===== src/rtl/mem_access_unit.sv =====
// MEM-stage data-memory access controller driving an SRAM-like req/addr_ok/data_ok bus.
// Optional feature macro: MEM_LWLR_EN adds LWL/LWR unaligned-load merge support.
module mem_access_unit (
   input  logic        clk,
   input  logic        rst,
   input  logic        MEM_Flush,
   input  logic        MEM_Valid,
   input  logic [31:0] MEM_ALUOut,
   input  logic [31:0] MEM_OutB,
   input  logic        MEM_IsLoad,
   input  logic        MEM_IsStore,
   input  logic [1:0]  MEM_Size,
   input  logic        MEM_LoadSign,
   input  logic [1:0]  MEM_LWLR,
   output logic        data_req,
   output logic        data_wr,
   output logic [1:0]  data_size,
   output logic [31:0] data_addr,
   output logic [3:0]  data_wstrb,
   output logic [31:0] data_wdata,
   input  logic        data_addr_ok,
   input  logic        data_data_ok,
   input  logic [31:0] data_rdata,
   output logic [31:0] MEM_LoadData,
   output logic        MEM_Stall,
   output logic        MEM_AdEL,
   output logic        MEM_AdES,
   output logic [31:0] MEM_BadVAddr,
   output logic [2:0]  dbg_state
);

   // Bus handshake: once data_req rises its payload stays stable until the cycle data_addr_ok
   // is seen (request never withdrawn); each accepted request gets exactly one data_data_ok.
   typedef enum logic [2:0] {S_IDLE, S_REQ, S_WAIT, S_DONE, S_DRAIN} state_t;
   state_t state, state_n;

   logic        is_mem, use_lwlr, aligned, acc, flush_any;
   logic        flush_pend, flush_pend_n;
   logic [1:0]  k;
   logic [1:0]  fmt_size;
   logic [31:0] fmt_addr, fmt_wdata;
   logic [3:0]  fmt_wstrb;
   logic        lat_wr, lat_sign;
   logic [1:0]  lat_size, lat_k;
   logic [31:0] lat_addr, lat_wdata;
   logic [3:0]  lat_wstrb;
   logic [7:0]  ld_byte;
   logic [15:0] ld_half;
   logic [31:0] load_fmt, load_q;

   assign k      = MEM_ALUOut[1:0];
   assign is_mem = MEM_Valid & (MEM_IsLoad | MEM_IsStore);

`ifdef MEM_LWLR_EN
   logic [1:0] lat_lwlr;
   assign use_lwlr = MEM_IsLoad & (MEM_LWLR[0] ^ MEM_LWLR[1]);
`else
   logic unused_lwlr;
   assign use_lwlr    = 1'b0;
   assign unused_lwlr = ^MEM_LWLR;
`endif

   always_comb begin
      case (MEM_Size)
         2'd0:    aligned = 1'b1;
         2'd1:    aligned = ~k[0];
         default: aligned = (k == 2'b00);
      endcase
      if (use_lwlr) aligned = 1'b1;
   end

   assign acc          = is_mem & aligned & ~MEM_Flush;
   assign MEM_AdEL     = is_mem & ~aligned & MEM_IsLoad;
   assign MEM_AdES     = is_mem & ~aligned & MEM_IsStore;
   assign MEM_BadVAddr = MEM_ALUOut;
   assign flush_any    = MEM_Flush | flush_pend;

   // Loads keep wdata = OutB so the latched copy doubles as the LWL/LWR merge operand.
   always_comb begin
      fmt_size  = (MEM_Size == 2'd3) ? 2'd2 : MEM_Size;
      fmt_addr  = MEM_ALUOut;
      fmt_wstrb = 4'b0000;
      fmt_wdata = MEM_OutB;
      if (use_lwlr) begin
         fmt_size = 2'd2;
         fmt_addr = {MEM_ALUOut[31:2], 2'b00};
      end
      if (MEM_IsStore) begin
         case (MEM_Size)
            2'd0: begin
               fmt_wstrb = 4'b0001 << k;
               fmt_wdata = {4{MEM_OutB[7:0]}};
            end
            2'd1: begin
               fmt_wstrb = k[1] ? 4'b1100 : 4'b0011;
               fmt_wdata = {2{MEM_OutB[15:0]}};
            end
            default: fmt_wstrb = 4'b1111;
         endcase
      end
   end

   always_ff @(posedge clk) begin
      if (rst) begin
         lat_wr    <= 1'b0;
         lat_sign  <= 1'b0;
         lat_size  <= 2'd0;
         lat_k     <= 2'd0;
         lat_addr  <= '0;
         lat_wstrb <= '0;
         lat_wdata <= '0;
      end else if (state == S_IDLE && acc) begin
         lat_wr    <= MEM_IsStore;
         lat_sign  <= MEM_LoadSign;
         lat_size  <= fmt_size;
         lat_k     <= k;
         lat_addr  <= fmt_addr;
         lat_wstrb <= fmt_wstrb;
         lat_wdata <= fmt_wdata;
      end
   end

`ifdef MEM_LWLR_EN
   always_ff @(posedge clk) begin
      if (rst)                        lat_lwlr <= 2'b00;
      else if (state == S_IDLE && acc) lat_lwlr <= use_lwlr ? MEM_LWLR : 2'b00;
   end
`endif

   assign ld_byte = data_rdata[{lat_k, 3'b000} +: 8];
   assign ld_half = lat_k[1] ? data_rdata[31:16] : data_rdata[15:0];

   always_comb begin
      case (lat_size)
         2'd0:    load_fmt = {{24{lat_sign & ld_byte[7]}}, ld_byte};
         2'd1:    load_fmt = {{16{lat_sign & ld_half[15]}}, ld_half};
         default: load_fmt = data_rdata;
      endcase
`ifdef MEM_LWLR_EN
      if (lat_lwlr == 2'b01)
         load_fmt = (data_rdata << {~lat_k, 3'b000}) |
                    (lat_wdata & (32'hFFFF_FFFF >> ({1'b0, lat_k, 3'b000} + 6'd8)));
      else if (lat_lwlr == 2'b10)
         load_fmt = (data_rdata >> {lat_k, 3'b000}) |
                    (lat_wdata & ~(32'hFFFF_FFFF >> {lat_k, 3'b000}));
`endif
   end

   always_ff @(posedge clk) begin
      if (rst) begin
         state      <= S_IDLE;
         flush_pend <= 1'b0;
      end else begin
         state      <= state_n;
         flush_pend <= flush_pend_n;
      end
   end

   always_comb begin
      state_n      = state;
      flush_pend_n = flush_pend;
      data_req     = 1'b0;
      data_wr      = lat_wr;
      data_size    = lat_size;
      data_addr    = lat_addr;
      data_wstrb   = lat_wstrb;
      data_wdata   = lat_wdata;
      MEM_Stall    = 1'b0;
      case (state)
         S_IDLE: begin
            data_req   = acc;
            data_wr    = MEM_IsStore;
            data_size  = fmt_size;
            data_addr  = fmt_addr;
            data_wstrb = fmt_wstrb;
            data_wdata = fmt_wdata;
            MEM_Stall  = acc;
            if (acc) state_n = data_addr_ok ? S_WAIT : S_REQ;
         end
         S_REQ: begin
            data_req  = 1'b1;
            MEM_Stall = 1'b1;
            if (MEM_Flush) flush_pend_n = 1'b1;
            if (data_addr_ok) state_n = flush_any ? S_DRAIN : S_WAIT;
         end
         S_WAIT: begin
            MEM_Stall = 1'b1;
            if (data_data_ok)   state_n = flush_any ? S_IDLE : S_DONE;
            else if (flush_any) state_n = S_DRAIN;
         end
         S_DONE: state_n = S_IDLE;
         S_DRAIN: begin
            MEM_Stall = is_mem;
            if (data_data_ok) state_n = S_IDLE;
         end
         default: state_n = S_IDLE;
      endcase
      if (state_n == S_IDLE) flush_pend_n = 1'b0;
   end

   // A flushed response or a store completion leaves the previous load result untouched.
   always_ff @(posedge clk) begin
      if (rst)
         load_q <= '0;
      else if (state == S_WAIT && data_data_ok && !flush_any && !lat_wr)
         load_q <= load_fmt;
   end

   assign MEM_LoadData = load_q;
   assign dbg_state    = state;

endmodule


===== config.mk =====
export PLATFORM = sky130hd
export DESIGN_NAME = mem_access_unit
export DESIGN_NICKNAME = d
export VERILOG_FILES = /design/src/rtl/mem_access_unit.sv
export SDC_FILE = /design/constraint.sdc
export NUM_CORES = 1
export LEC_CHECK = 0
export CAP_MARGIN = 20
export CORE_ASPECT_RATIO = 1.2
export CORE_MARGIN = 2
export CORE_UTILIZATION = 44
export CTS_CLUSTER_DIAMETER = 40
export DETAILED_ROUTE_END_ITERATION = 16
export GPL_TIMING_DRIVEN = 0
export PLACE_DENSITY = 0.84
export SYNTH_ARGS = -nofsm -noshare
export SYNTH_HDL_FRONTEND = slang
export SYNTH_SLANG_ARGS = --single-unit

===== constraint.sdc =====
create_clock -name clk -period 4.1 [get_ports clk]
set_input_delay 1.23 -clock clk [delete_from_list [all_inputs] [get_ports clk]]
set_output_delay 1.23 -clock clk [all_outputs]
set_load 0.03 [all_outputs]

After elaboration in Yosys (flattened, before gate mapping) --
Cells that the tools add are included.
Word-level totals: register bits 110, bits in latches 0, memory bits (writable) 0, bits in read-only memories 0, bits of input ports 109, output and inout port bits 142, word-level logic and storage cells 70, memories kept 0
Operators by class: add/sub/neg operators 0, multiply operators 0, div/mod/pow operators 0, magnitude comparators 0, equality and inequality tests 6, shift-type cells 2, multiplexer cells 25, bitwise logic cells 13, reductions and logical operators 14
Operators with widths (number):
- one-hot mux 32 bit (2 select lines) | 2
- 2-to-1 mux 32 bit | 3
- indexed part select 32 x 6 -> 8 bit | 1
- 2-to-1 mux 3 bit | 6
- 2-to-1 mux 16 bit | 1
- 2-to-1 mux 4 bit | 3
- one-hot mux 3 bit (4 select lines) | 1
- bitwise AND 1 bit | 8
- 2-to-1 mux 2 bit | 4
- one-hot mux 4 bit (2 select lines) | 1
- logical NOT 2 bit | 3
- logical NOT 3 bit | 2
- == test 2 x 1 -> 1 bit, second input constant | 2
- logical AND 1 bit | 4
- one-hot mux 1 bit (2 select lines) | 2
- OR reduction 2 bit | 2
- left shift 1 x 2 -> 4 bit, first input constant | 1
- == test 3 x 1 -> 1 bit, second input constant | 1
- == test 3 x 2 -> 1 bit, second input constant | 1
- == test 3 bit, second input constant | 1
- NOT 1 bit | 3
- one-hot mux 1 bit (3 select lines) | 1
- == test 2 bit, second input constant | 1
- logical NOT 1 bit | 2
- 3 further kinds | 4

Longest topological paths before layout --
depth in word-level cells 8, gate-level depth with buffers 8, mapped depth without buffers 4

Worst setup path before layout --
OpenSTA, ideal clock, no wires.
path type input port to output port, start in MEM_Flush, end out data_req, arrival time 3.016 ns, data required time 2.870 ns, setup slack -0.146 ns, stages 5, buffers on the path 3, path through clkbuf_1 or4_1 buf_2 clkbuf_1 a211oi_1
Between the ends: longest elaborated chain between the ends 3
Ends and longest elaborated chain:
- start, declared | RTL line 6 | input logic MEM_Flush,
- NOT 1 bit | RTL line 72 | assign acc = is_mem & aligned & ~MEM_Flush;
- bitwise AND 1 bit | RTL line 72
- one-hot mux 1 bit (2 select lines) | RTL line 169 | case (state)
- end, declared | RTL line 15 | output logic data_req,
No other way between the ends.

Final worst setup path --
start in MEM_Size[0], end out data_req
Between the ends: longest elaborated chain between the ends 5, elaborated cells on any way between the ends 6, those cells by class eq/ne (1); mux (2); bitwise (2); reduce/logical (1)
Ends and longest elaborated chain:
- start, declared | RTL line 12 | input logic [1:0] MEM_Size,
- == test 2 x 1 -> 1 bit or logical NOT 2 bit (tied branches) | RTL line 64 | case (MEM_Size)
- one-hot mux 1 bit (2 select lines) (*) | RTL line 64
- bitwise AND 1 bit (*) (2 in a row) | RTL line 72
- one-hot mux 1 bit (2 select lines) (*) | RTL line 169
Mark *: on every way between the ends. The rest lies on a longest branch, timed or not.

==> impl_metrics.yaml <==
clocking:
  numCtsBuffers: 9
  clock-sinks: 108
  clockRootBuffer: "clkbuf_16"
  cts_tree: "built"
  clockBufferDepth: 2
  clk_pin_slew_worst_paths_ns: 0.07
  clkLatencyLatePin_ns: 0.36
  ctsHoldBuffers: 0
  cts_max_level: 3
pwr:
  p_leak_nw: 3.93
  total_power_mw: 2.83
  ir_drop_uv: 201
  power.density_nw_per_um2: 298
synthesis:
  synth_nets: 954
  synth_ff_type: "dfxtp_1"
  ys_seq_elements: 108
  synthCells: 845
  syn_avg_cell_area_um2: 7.35
  synth_edf_count: 0
  yosysWarnings: 0
  seq_area_frac_synth: 0.348
  synth.distinct_cells: 53
  mappedNetlistArea_um2: 6210
  postSynth.asyncResetShare: 0
worst_setup_path:
  r2r_cells: 6
  worstPathRequired_ns: 2.87
  crit_family: "buffers and inverters"
  cp-startpoint: "MEM_Size[0]"
  crit_chain: "clkdlybuf4s15_2 -> o21a_1 -> or4_4 -> buf_6 -> clkbuf_8 -> a211oi_2 -> buf_4"
  critPathKind: "input pin to output pin"
  cp_num_buf_inv: 4
  slowest_delay_ns: 0.48
  cpMaxStageDelayCell: "or4_4"
  r2r-start: "dbg_state[0]$_SDFF_PP0_"
  reg2reg_to: "MEM_LoadData[26]$_SDFFE_PP0P_"
  arrival_ns: 2.91
  reg2reg_slack_ns: 1.61
  endpoint_kind: "output pin"
  critPathLaunchType: "input pin"
  worst-path-max-fanout: 10
sta:
  hold_viol: 0
  tightest_slew_ns: 0.996
  finalClockSkew_ns: 0.0111
  rsz0062_at_grt: "true"
  setup_viol: 3
  clock.fmax_mhz: 242
  fin_ws_ns: -0.0389
  slew_headroom: 0.331
  period_share: 1.01
  final-max-slew-violation-count: 0
  finalCriticalPeriod_ns: 4.14
place:
  dp_cells: 1262
  portBuffers: 246
  pre_cts_slack_ns: -1.29
  hpwl_um: 17400
  gp_routability_congestion: 0.918
global_routing:
  grt_pass1_wl_um: 36300
  grt_antenna_before_repair: 0
  grt_max_degree: 18
  grt_pass1_vias: 7015
  gr-usage-all-layers: 0.297
  gr-total-overflow: 0
layout:
  syn2layout_area_growth_pct: 52.5
  antenna_cells: 0
  fin_nets: 1220
  seqCellArea_um2: 2160
  utilization: 0.686
  multiInputGateArea_um2: 3610
  fillers: 1177
  drive_gt1_frac: 0.153
  finalNonFillerCells: 1287
floorplan:
  start_util: 0.450
  coreArea_um2: 13800
  die_h_um: 134
  die_area_um2: 15100
  rows: 47
  io_pins: 251
  dieWidth_um: 112
routing:
  num_vias: 7456
  route.detailed.wl_per_inst_um: 18.5
  final_antenna_net_count: 0
  drt_pass1_iterations: 5
  drc: 0
  viasPerCell: 5.79
  drt_iter0_markers: 661
  routed_wl_um: 23800
run_status:
  violations: "setup timing"
  status: "finished with violations"
hold_path:
  worstHoldPathCells: 2
  hold_path_class: "register to register"
  holdCritStartpoint: "MEM_LoadData[15]$_SDFFE_PP0P_"
  min_to: "MEM_LoadData[15]$_SDFFE_PP0P_"
flow_run:
  maxCapViolations: 0
-- cell usage after synthesis, types with 2 or more instances --
master,instances,share of area
a211o_1,6,0.0085
a211oi_1,34,0.041
a21boi_0,8,0.0097
a21oi_1,85,0.068
a221oi_1,7,0.0099
a311oi_1,2,0.0028
a31oi_1,2,0.0020
and3_1,4,0.0040
and3b_1,7,0.0099
buf_1,11,0.0066
buf_2,12,0.0097
buf_4,33,0.040
clkbuf_1,58,0.035
dfxtp_1,108,0.35
inv_1,4,0.0024
mux2_2,17,0.031
mux2i_1,25,0.040
nand2_1,177,0.11
nand2b_1,4,0.0040
nand3_1,44,0.035
nand3b_1,8,0.0097
nor2_1,32,0.019
nor2b_1,3,0.0030
nor3_1,11,0.0089
nor4_1,2,0.0020
o2111ai_1,2,0.0028
o21a_1,3,0.0036
o21ai_0,90,0.072
o21ba_2,8,0.013
o31ai_1,7,0.0085
or3_1,9,0.0091
-- how the worst max path moves through the flow --
| stage | end | cells past startpoint |
|---|---|---|
| after detailed placement | data_req | 7 |
| after global placement | data_req | 7 |
| after floorplan | data_wdata[10] | 7 |
| after CTS | data_req | 7 |
| final | data_req | 7 |
| after global routing | data_wdata[11] | 9 |
-- per-stage QoR --
| step | hold slack [ns] | TNS [ns] | instance area (µm²) |
|---|---|---|---|
| 2_1_floorplan | 0.454 | 0 | 6220 |
| 3_3_place_gp | 0.440 | -31.40 | 8900 |
| 4_1_cts | 0.454 | -0.136 | 9340 |
| 3_5_place_dp | 0.444 | -32.52 | 8900 |
| 5_1_grt | 0.488 | -0.382 | 9480 |
| 6_report | 0.457 | -0.112 | 9480 |
-- final cells by class --
| type | count | area share |
|---|---|---|
| Tap cell | 171 | 0.0226 |
| Timing Repair Buffer | 256 | 0.266 |
| Clock buffer | 11 | 0.0256 |
| Clock inverter | 5 | 0.00634 |
| Inverter | 5 | 0.00198 |
| Buffer | 114 | 0.0680 |
| Sequential cell | 108 | 0.228 |
| Multi-Input combinational cell | 617 | 0.381 |
-- metal layers --
| layer | routed length [µm] | up-vias | GRT usage |
|---|---|---|---|
| li1 | - | 3480 | - |
| met1 | 9130 | 3461 | 0.355 |
| met2 | 11600 | 438 | 0.517 |
| met3 | 2080 | 77 | 0.0596 |
| met4 | 977 | 0 | 0.129 |
| met5 | 0 | - | 0 |
-- layout by cell type, fill, tap and decap left out, types with 6 or more instances in the layout --
master	synthesis	layout
mux2i_2	0	9
or3_1	9	9
nor2_1	32	32
a221oi_1	7	7
buf_2	12	28
o21ai_0	90	85
clkbuf_16	0	9
nand2_1	177	177
and3b_1	7	7
clkbuf_1	58	47
o31ai_1	7	7
dlygate4sd2_1	0	9
o21ba_2	8	8
a211o_1	6	6
a211oi_1	34	33
mux2i_1	25	9
nand3b_1	8	8
clkdlybuf4s50_1	0	164
a21boi_0	8	8
mux2i_4	0	7
nand3_1	44	44
mux2_2	17	17
a21oi_1	85	85
dlymetal6s2s_1	0	45
clkbuf_2	0	15
nor3_1	11	10
buf_4	33	51
dfxtp_1	108	107
-- flip-flops by register name, summed over array words and instances (netlist names), 2 cells and up --
register      count
dbg_state         3
lat_wstrb         4
lat_addr         31
lat_size          2
lat_wdata        32
MEM_LoadData     32
-- worst reg2reg max path: cells and delay by family (launching register included) --
family | cells | cell delay [ns]
AOI/OAI and AO/OA | 2 | 0.69
buffers and inverters | 2 | 0.44
DFF | 1 | 0.31
and+or+nand+nor | 2 | 0.91
-- logic make-up after synthesis --
| group | synth area share |
|---|---|
| buf+inv | 0.0960 |
| mux | 0.0747 |
| simple gates | 0.225 |
| compound gates | 0.256 |
| flops | 0.348 |
-- where the power goes --
part	switching [mW]	leakage [nW]	internal (mW)
sequential	0.0152	0.875	1.08
combinational	0.492	2.91	0.340
clock	0.410	0.146	0.494
-- timing repair --
action / 4_1_cts / 5_1_grt
setup endpoints to repair: 76 / 69
buffers inserted: 10 / 0
gates resized for setup: 166 / 105
pin swaps: 2 / 1
(Power assumes the default switching activity.)
